<file path="config.mk">
export PLATFORM = sky130hd
export DESIGN_NAME = regfile_wb_queue_flat
export DESIGN_NICKNAME = d
export VERILOG_FILES = /design/src/rtl/cpu_pkg.sv /design/src/rtl/regfile_wb_queue_if.sv /design/src/rtl/wb_fwd_match.sv /design/src/rtl/regfile_wb_queue.sv /design/src/flat_wrapper.sv
export SDC_FILE = /design/constraint.sdc
export NUM_CORES = 1
export LEC_CHECK = 0
export CORE_MARGIN = 2
export CORE_UTILIZATION = 40
export CTS_CLUSTER_SIZE = 8
export DETAILED_ROUTE_END_ITERATION = 16
export PLACE_DENSITY = 0.68
export SETUP_SLACK_MARGIN = 0.15
export SYNTH_ARGS = -nofsm -noshare
export SYNTH_HDL_FRONTEND = slang
export SYNTH_SLANG_ARGS = --single-unit
</file>
<file path="constraint.sdc">
create_clock -name Clk -period 6.1 [get_ports Clk]
set_input_delay 1.83 -clock Clk [delete_from_list [all_inputs] [get_ports Clk]]
set_output_delay 1.83 -clock Clk [all_outputs]
set_load 0.005 [all_outputs]
</file>
<file path="src/rtl/cpu_pkg.sv">
// Shared CPU datapath definitions: register-file geometry and the
// writeback entry record queued in front of the register file.
package cpu_pkg;

  localparam int AW_DEF = 5;
  localparam int DW_DEF = 32;

  localparam logic [AW_DEF-1:0] REG_ZERO = '0;

  typedef struct packed {
    logic [AW_DEF-1:0] wr;
    logic [DW_DEF-1:0] d;
  } wb_entry_t;

endpackage

</file>
<file path="src/rtl/regfile_wb_queue_if.sv">
// Pipeline-facing bundle of the writeback queue: two writeback request ports,
// decode read-port forwarding, and the register-file write port.
interface regfile_wb_queue_if #(
  parameter int AW = cpu_pkg::AW_DEF,
  parameter int DW = cpu_pkg::DW_DEF
);

  logic          mem_we;
  logic [AW-1:0] mem_wr;
  logic [DW-1:0] mem_d;
  logic          alu_we;
  logic [AW-1:0] alu_wr;
  logic [DW-1:0] alu_d;
  logic          full;
  logic          ovf;
  logic [AW-1:0] Ra;
  logic [AW-1:0] Rb;
  logic          fwd_a_hit;
  logic [DW-1:0] fwd_a_val;
  logic          fwd_b_hit;
  logic [DW-1:0] fwd_b_val;
  logic [AW-1:0] Wr;
  logic [DW-1:0] D;
  logic          We;
  logic          empty;

  modport master (
    output mem_we, mem_wr, mem_d,
    output alu_we, alu_wr, alu_d,
    output Ra, Rb,
    input  full, ovf,
    input  fwd_a_hit, fwd_a_val, fwd_b_hit, fwd_b_val,
    input  Wr, D, We, empty
  );

  modport slave (
    input  mem_we, mem_wr, mem_d,
    input  alu_we, alu_wr, alu_d,
    input  Ra, Rb,
    output full, ovf,
    output fwd_a_hit, fwd_a_val, fwd_b_hit, fwd_b_val,
    output Wr, D, We, empty
  );

endinterface

</file>
<file path="src/rtl/wb_fwd_match.sv">
// Newest-first match of one read address against pending queue entries
// and the register-file output stage.
module wb_fwd_match
  import cpu_pkg::*;
#(
  parameter int DEPTH = 4,
  parameter int AW    = AW_DEF,
  parameter int DW    = DW_DEF
) (
  input  logic [AW-1:0]             ra,
  input  logic [DEPTH-1:0][AW-1:0]  q_wr,
  input  logic [DEPTH-1:0][DW-1:0]  q_d,
  input  logic [DEPTH-1:0]          q_v,
  input  logic [$clog2(DEPTH)-1:0]  tail,
  input  logic                      out_we,
  input  logic [AW-1:0]             out_wr,
  input  logic [DW-1:0]             out_d,
  output logic                      hit,
  output logic [DW-1:0]             val
);

  localparam int PW = $clog2(DEPTH);

  // Walk from oldest to newest so later (younger) matches overwrite earlier ones;
  // the output stage is the oldest of all and is applied first.
  always_comb begin
    logic [PW-1:0] idx;
    hit = 1'b0;
    val = '0;
    idx = '0;
    if (out_we && (out_wr == ra)) begin
      hit = 1'b1;
      val = out_d;
    end
    for (int k = DEPTH; k >= 1; k--) begin
      idx = tail - PW'(k);
      if (q_v[idx] && (q_wr[idx] == ra)) begin
        hit = 1'b1;
        val = q_d[idx];
      end
    end
    if (ra == AW'(REG_ZERO)) begin
      hit = 1'b0;
      val = '0;
    end
  end

endmodule

</file>
<file path="src/rtl/regfile_wb_queue.sv">
// Writeback queue in front of the register file: accepts mem+alu results in
// program order, drains one per cycle to Wr/D/We, and forwards pending data.
module regfile_wb_queue
  import cpu_pkg::*;
#(
  parameter int DEPTH = 4,
  parameter int AW    = AW_DEF,
  parameter int DW    = DW_DEF
) (
  input logic               Clk,
  input logic               Clrn,
  regfile_wb_queue_if.slave bus
);

  localparam int PW = $clog2(DEPTH);
  localparam int CW = $clog2(DEPTH + 1);

  logic [DEPTH-1:0][AW-1:0] q_wr;
  logic [DEPTH-1:0][DW-1:0] q_d;
  logic [DEPTH-1:0]         q_v;
  logic [PW-1:0]            head;
  logic [PW-1:0]            tail;
  logic [PW-1:0]            alu_slot;
  logic [CW-1:0]            count;
  logic [CW-1:0]            n_push;
  logic                     full;
  logic                     pop;
  logic                     mem_ok;
  logic                     alu_ok;
  logic                     push_mem;
  logic                     push_alu;
  logic                     ovf;
  logic                     we_r;
  logic [AW-1:0]            wr_r;
  logic [DW-1:0]            d_r;

  // Two free slots are needed because both ports may push on the same edge.
  assign full     = (count > CW'(DEPTH - 2));
  assign mem_ok   = bus.mem_we && (bus.mem_wr != AW'(REG_ZERO));
  assign alu_ok   = bus.alu_we && (bus.alu_wr != AW'(REG_ZERO));
  assign push_mem = mem_ok && !full;
  assign push_alu = alu_ok && !full;
  assign pop      = (count != '0);
  assign n_push   = CW'(push_mem) + CW'(push_alu);
  assign alu_slot = push_mem ? (tail + PW'(1)) : tail;

  always_ff @(posedge Clk or negedge Clrn) begin
    if (!Clrn) begin
      head  <= '0;
      tail  <= '0;
      count <= '0;
      q_v   <= '0;
      q_wr  <= '0;
      q_d   <= '0;
      we_r  <= 1'b0;
      wr_r  <= '0;
      d_r   <= '0;
      ovf   <= 1'b0;
    end else begin
      if (pop) begin
        we_r       <= 1'b1;
        wr_r       <= q_wr[head];
        d_r        <= q_d[head];
        q_v[head]  <= 1'b0;
        head       <= head + PW'(1);
      end else begin
        we_r <= 1'b0;
      end
      // The mem result belongs to the older instruction, so it takes the lower slot.
      if (push_mem) begin
        q_wr[tail] <= bus.mem_wr;
        q_d[tail]  <= bus.mem_d;
        q_v[tail]  <= 1'b1;
      end
      if (push_alu) begin
        q_wr[alu_slot] <= bus.alu_wr;
        q_d[alu_slot]  <= bus.alu_d;
        q_v[alu_slot]  <= 1'b1;
      end
      tail  <= tail + n_push[PW-1:0];
      count <= count + n_push - CW'(pop);
      if ((mem_ok || alu_ok) && full) begin
        ovf <= 1'b1;
      end
    end
  end

  wb_fwd_match #(.DEPTH(DEPTH), .AW(AW), .DW(DW)) u_fwd_a (
    .ra     (bus.Ra),
    .q_wr   (q_wr),
    .q_d    (q_d),
    .q_v    (q_v),
    .tail   (tail),
    .out_we (we_r),
    .out_wr (wr_r),
    .out_d  (d_r),
    .hit    (bus.fwd_a_hit),
    .val    (bus.fwd_a_val)
  );

  wb_fwd_match #(.DEPTH(DEPTH), .AW(AW), .DW(DW)) u_fwd_b (
    .ra     (bus.Rb),
    .q_wr   (q_wr),
    .q_d    (q_d),
    .q_v    (q_v),
    .tail   (tail),
    .out_we (we_r),
    .out_wr (wr_r),
    .out_d  (d_r),
    .hit    (bus.fwd_b_hit),
    .val    (bus.fwd_b_val)
  );

  assign bus.full  = full;
  assign bus.ovf   = ovf;
  assign bus.Wr    = wr_r;
  assign bus.D     = d_r;
  assign bus.We    = we_r;
  assign bus.empty = (count == '0) && !we_r;

endmodule
</file>
<file path="src/flat_wrapper.sv">
// flat-port wrapper written by rule: the top's interface ports become plain ports
module regfile_wb_queue_flat import cpu_pkg::*;
#(
  parameter int DEPTH = 4,
  parameter int AW    = AW_DEF,
  parameter int DW    = DW_DEF
)
  (Clk, Clrn, bus_mem_we, bus_mem_wr, bus_mem_d, bus_alu_we, bus_alu_wr, bus_alu_d, bus_Ra, bus_Rb, bus_full, bus_ovf, bus_fwd_a_hit, bus_fwd_a_val, bus_fwd_b_hit, bus_fwd_b_val, bus_Wr, bus_D, bus_We, bus_empty);
  regfile_wb_queue_if #(.AW(AW), .DW(DW)) bus_i ();
  input logic Clk;
  input logic Clrn;
  input wire logic [$bits(bus_i.mem_we)-1:0] bus_mem_we;
  input wire logic [$bits(bus_i.mem_wr)-1:0] bus_mem_wr;
  input wire logic [$bits(bus_i.mem_d)-1:0] bus_mem_d;
  input wire logic [$bits(bus_i.alu_we)-1:0] bus_alu_we;
  input wire logic [$bits(bus_i.alu_wr)-1:0] bus_alu_wr;
  input wire logic [$bits(bus_i.alu_d)-1:0] bus_alu_d;
  input wire logic [$bits(bus_i.Ra)-1:0] bus_Ra;
  input wire logic [$bits(bus_i.Rb)-1:0] bus_Rb;
  output wire logic [$bits(bus_i.full)-1:0] bus_full;
  output wire logic [$bits(bus_i.ovf)-1:0] bus_ovf;
  output wire logic [$bits(bus_i.fwd_a_hit)-1:0] bus_fwd_a_hit;
  output wire logic [$bits(bus_i.fwd_a_val)-1:0] bus_fwd_a_val;
  output wire logic [$bits(bus_i.fwd_b_hit)-1:0] bus_fwd_b_hit;
  output wire logic [$bits(bus_i.fwd_b_val)-1:0] bus_fwd_b_val;
  output wire logic [$bits(bus_i.Wr)-1:0] bus_Wr;
  output wire logic [$bits(bus_i.D)-1:0] bus_D;
  output wire logic [$bits(bus_i.We)-1:0] bus_We;
  output wire logic [$bits(bus_i.empty)-1:0] bus_empty;
  assign bus_i.mem_we = bus_mem_we;
  assign bus_i.mem_wr = bus_mem_wr;
  assign bus_i.mem_d = bus_mem_d;
  assign bus_i.alu_we = bus_alu_we;
  assign bus_i.alu_wr = bus_alu_wr;
  assign bus_i.alu_d = bus_alu_d;
  assign bus_i.Ra = bus_Ra;
  assign bus_i.Rb = bus_Rb;
  assign bus_full = bus_i.full;
  assign bus_ovf = bus_i.ovf;
  assign bus_fwd_a_hit = bus_i.fwd_a_hit;
  assign bus_fwd_a_val = bus_i.fwd_a_val;
  assign bus_fwd_b_hit = bus_i.fwd_b_hit;
  assign bus_fwd_b_val = bus_i.fwd_b_val;
  assign bus_Wr = bus_i.Wr;
  assign bus_D = bus_i.D;
  assign bus_We = bus_i.We;
  assign bus_empty = bus_i.empty;
  regfile_wb_queue #(.DEPTH(DEPTH), .AW(AW), .DW(DW)) u_core (.Clk(Clk), .Clrn(Clrn), .bus(bus_i));
endmodule
</file>
==> run_results.csv <==
group,metric,value,unit
route,firstDrtPassIters,8,
finish,final.fill_count,3766,
clock_tree,cts_buffers,17,
min_path,min_from,"u_core.bus.ovf",
min_path,min_path_cells,1,
timing,tightest_slew,0.873,ns
timing,finalSetupViolCount,0,
pwr,combinationalPowerShare,68.3,%
timing,holdWs,0.476,ns
worst_setup_path,crit_chain,"buf_2 > xor2_1 > nor4_2 > buf_4 > and3b_2 > buf_12 > buf_12 > buf_6 > buf_8 > buf_6 > nor4b_1 > nor4_1 > buf_2",
route,vias,17200,
worst_setup_path,crit_arrival,4.17,ns
timing,fin_crit,6.00,ns
grt,grt_max_degree,89,
floorplan,pin_count,195,
logic_synthesis,yosysTopAreaCell,"dfrtp_1",
place,dp_cells,2487,
timing,max_clock_freq,0.167,GHz
grt,grt_pass1_wl,101,mm
place,place_area,21100,µm²
route,avgViaCountPerCell,6.66,
logic_synthesis,synth_nets,1850,
floorplan,fp.dieW,213,µm
outcome,status,"complete, no violations",
grt,antenna_found_initial,0,
logic_synthesis,synthFlopType,"dfrtp_1",
logic_synthesis,syn_area,17500,µm²
logic_synthesis,async_flop_share,100,%
place,port-buffer-count,194,
clock_tree,insertion_delay,0.47,ns
logic_synthesis,synth-edff-count,0,
logic_synthesis,yosysMostFrequentCell,"nand2_1",
pwr,power_frac_clock,8.5,%
pwr,swShare,45.3,%
timing,slew_violations,0,
worst_setup_path,critPathLaunchType,"primary input",
pwr,p_leak,9.83,nW
pwr,p_sw,6.06,mW
logic_synthesis,syn_avg_cell_area,10.0,µm²
pwr,finalPower,13.4,mW
logic_synthesis,synth.top_cell.area_share,28.2,%
route,antenna_left,0,
pwr,power.density,580,nW/µm²
place,place_congestion,0.903,
grt,grt-ovfl-total,0,
timing,hold_viol_final,0,
clock_tree,clock-root-buffer,"clkbuf_16",
route,drt-initial-drc-count,2469,
floorplan,coreArea,43200,µm²
logic_synthesis,syn_inst,1748,
worst_setup_path,critPathMaxFanout,8,
route,wl_per_cell,26.1,µm
floorplan,rows,76,
timing,period_share,98.3,%
timing,rsz0062_at_grt,"true",
clock_tree,ctsHtreeMaxLevel,4,
logic_synthesis,yosys-top-cells-count,"nand2_1, dfrtp_1, mux4_2",
clock_tree,path_clk_slew,0.08,ns
grt,grt_use_total,29.3,%
floorplan,die_y,213,µm
route,drc,0,
worst_setup_path,r2r_end,"u_core.q_d[104]",
floorplan,initial_core_util,40.6,%
finish,postLayoutCellArea,23100,µm²
pwr,p_int,7.31,mW
logic_synthesis,yosysSeqAreaShare,28.2,%
min_path,hold_class,"register to register",
finish,fin_cells,2579,
worst_setup_path,r2r_cells,8,
worst_setup_path,path_buf_inv,8,
worst_setup_path,critPathSlowestCell,"nor4_2",
grt,grt_pass1_vias,16800,
run,drv_cap,0,
route,totalWireLength,67.3,mm
worst_setup_path,endpoint_kind,"output pin",
pwr,seq_power_share,23.1,%
logic_synthesis,ys.warnings.count,0,
logic_synthesis,synth-seq-cells,198,
clock_tree,clockBufferDepth,2,
floorplan,dieArea,45600,µm²
worst_setup_path,cpPeakStageDelay,0.44,ns
logic_synthesis,synthTopCellsByArea,"dfrtp_1, mux4_2, mux2i_1",
timing,fin_skew,0.0115,ns
finish,drive_gt1_share,29.6,%
clock_tree,cts_num_sinks,198,
clock_tree,cts_tree,"done",
logic_synthesis,synth_cell_types,56,
worst_setup_path,critical_path_required,4.27,ns
worst_setup_path,timing.rr.start,"u_core.tail[0]",
worst_setup_path,path_class,"primary input to output pin",
finish,area_growth,31.5,%
worst_setup_path,r2r_slack,2.93,ns
pwr,ir_drop,0.402,mV
timing,relSlewSlack,41.7,%
worst_setup_path,crit_family,"buffers and inverters",
min_path,hold_path_end,"u_core.bus.ovf",
finish,nets,2082,
place,hpwl,43.4,mm
==> how the worst max path moves through the flow <==
stage / startpoint / end / slack [ns] / depth (start not counted)
2_1_floorplan: u_core.tail[1] / bus_fwd_a_val[2] / 0.16 / 17
3_3_place_gp: bus_Ra[3] / bus_fwd_a_val[19] / -0.57 / 10
3_5_place_dp: bus_Ra[3] / bus_fwd_a_val[17] / -0.62 / 10
4_1_cts: bus_Ra[0] / bus_fwd_a_val[31] / -0.02 / 12
5_1_grt: bus_Ra[4] / bus_fwd_a_val[26] / 0.03 / 12
6_report: bus_Ra[3] / bus_fwd_a_val[19] / 0.10 / 13
==> routing by layer <==
layer | up-vias | part of all wire (%) | track usage (%)
li1 | 7253 | - | -
met1 | 8477 | 38 | 38.3
met2 | 1191 | 47 | 47.4
met3 | 250 | 9.9 | 5.43
met4 | 0 | 4.7 | 13.6
met5 | - | 0 | 0
==> sequential cells by signal, summed over array words and instances (netlist names), 2 cells and up <==
name and flops:
u_core.tail 2, u_core.q_wr 20, u_core.q_d 128, u_core.head 2
u_core.bus.Wr 5, u_core.q_v 4, u_core.count 3, u_core.bus.D 32
==> cells by family after synthesis <==
| kind of cell | share of synthesized area, % |
|---|---|
| AND/OR/NAND/NOR | 15.6 |
| AO/OA/AOI/OAI | 13.2 |
| multiplexers | 33.3 |
| buffers and inverters | 5.80 |
| flip-flops | 28.2 |
| XOR/XNOR | 2.85 |
| adder cells (fa/ha/maj) | 1.04 |
==> what timing repair did <==
| action | 4_1_cts | 5_1_grt |
|---|---|---|
| hold endpoints to repair | 0 | 0 |
| hold buffers | 0 | 0 |
| resized for setup | 215 | 114 |
| buffers inserted | 42 | 9 |
| gates cloned | 6 | 2 |
| pin swaps | 66 | 30 |
| endpoints found under the setup margin | 66 | 60 |
==> through the flow <==
step	setup TNS (ns)	setup slack (ns)	utilization [%]
final	0	0.101	53.4
after global routing	0	0.0284	53.4
after CTS	-0.0167	-0.0167	52.1
after detailed placement	-26.49	-0.619	48.9
after global placement	-26.52	-0.573	48.9
after floorplan	0	0.158	-
==> worst register-to-register path: stages, from the launching register on <==
cell and delay, ns:
dfrtp_4 0.55, inv_4 0.11, ha_4 0.36, buf_4 0.15, buf_4 0.48, nand3_1 0.23, a21boi_4 0.60, buf_4 0.41
o21ai_0 0.15
==> cell type report <==
| type | instances | area [µm²] | share of cell area [%] |
|---|---|---|---|
| Multi-Input combinational cell | 1333 | 12400 | 54.0 |
| Inverter | 15 | 58.8 | 0.255 |
| Timing Repair Buffer | 415 | 4300 | 18.6 |
| Sequential cell | 198 | 4960 | 21.5 |
| Clock inverter | 13 | 115 | 0.499 |
| Clock buffer | 19 | 453 | 1.96 |
| Antenna cell | 1 | 2.50 | 0.0108 |
| Tap cell | 585 | 732 | 3.17 |
==> power groups by stage <==
stage	clock [mW]	sequential, mW	combinational (mW)
floorplan	0	2.62	5.76
global placement	0	2.93	8.28
detailed placement	0	3.03	8.44
CTS	1.16	3.01	8.68
global route	1.21	3.19	9.69
finish	1.14	3.09	9.14
==> cells in the final DEF, fill, tap and decap left out, types with 15 or more instances in the layout <==
master / count
nand2_1: 201
dfrtp_1: 194
mux4_2: 178
mux2i_1: 156
buf_4: 148
o21ai_0: 134
clkdlybuf4s50_1: 118
nor2_1: 112
a21oi_1: 77
nor4b_1: 59
buf_12: 46
nor3_1: 39
nand3_1: 38
dlygate4sd2_1: 29
nor4_1: 27
a41oi_1: 27
xnor2_1: 26
or3_1: 26
xor2_1: 21
buf_6: 21
clkbuf_16: 19
a221oi_1: 16
buf_2: 16
o31ai_1: 15
No activity file was read; power rests on OpenSTA's default activity.
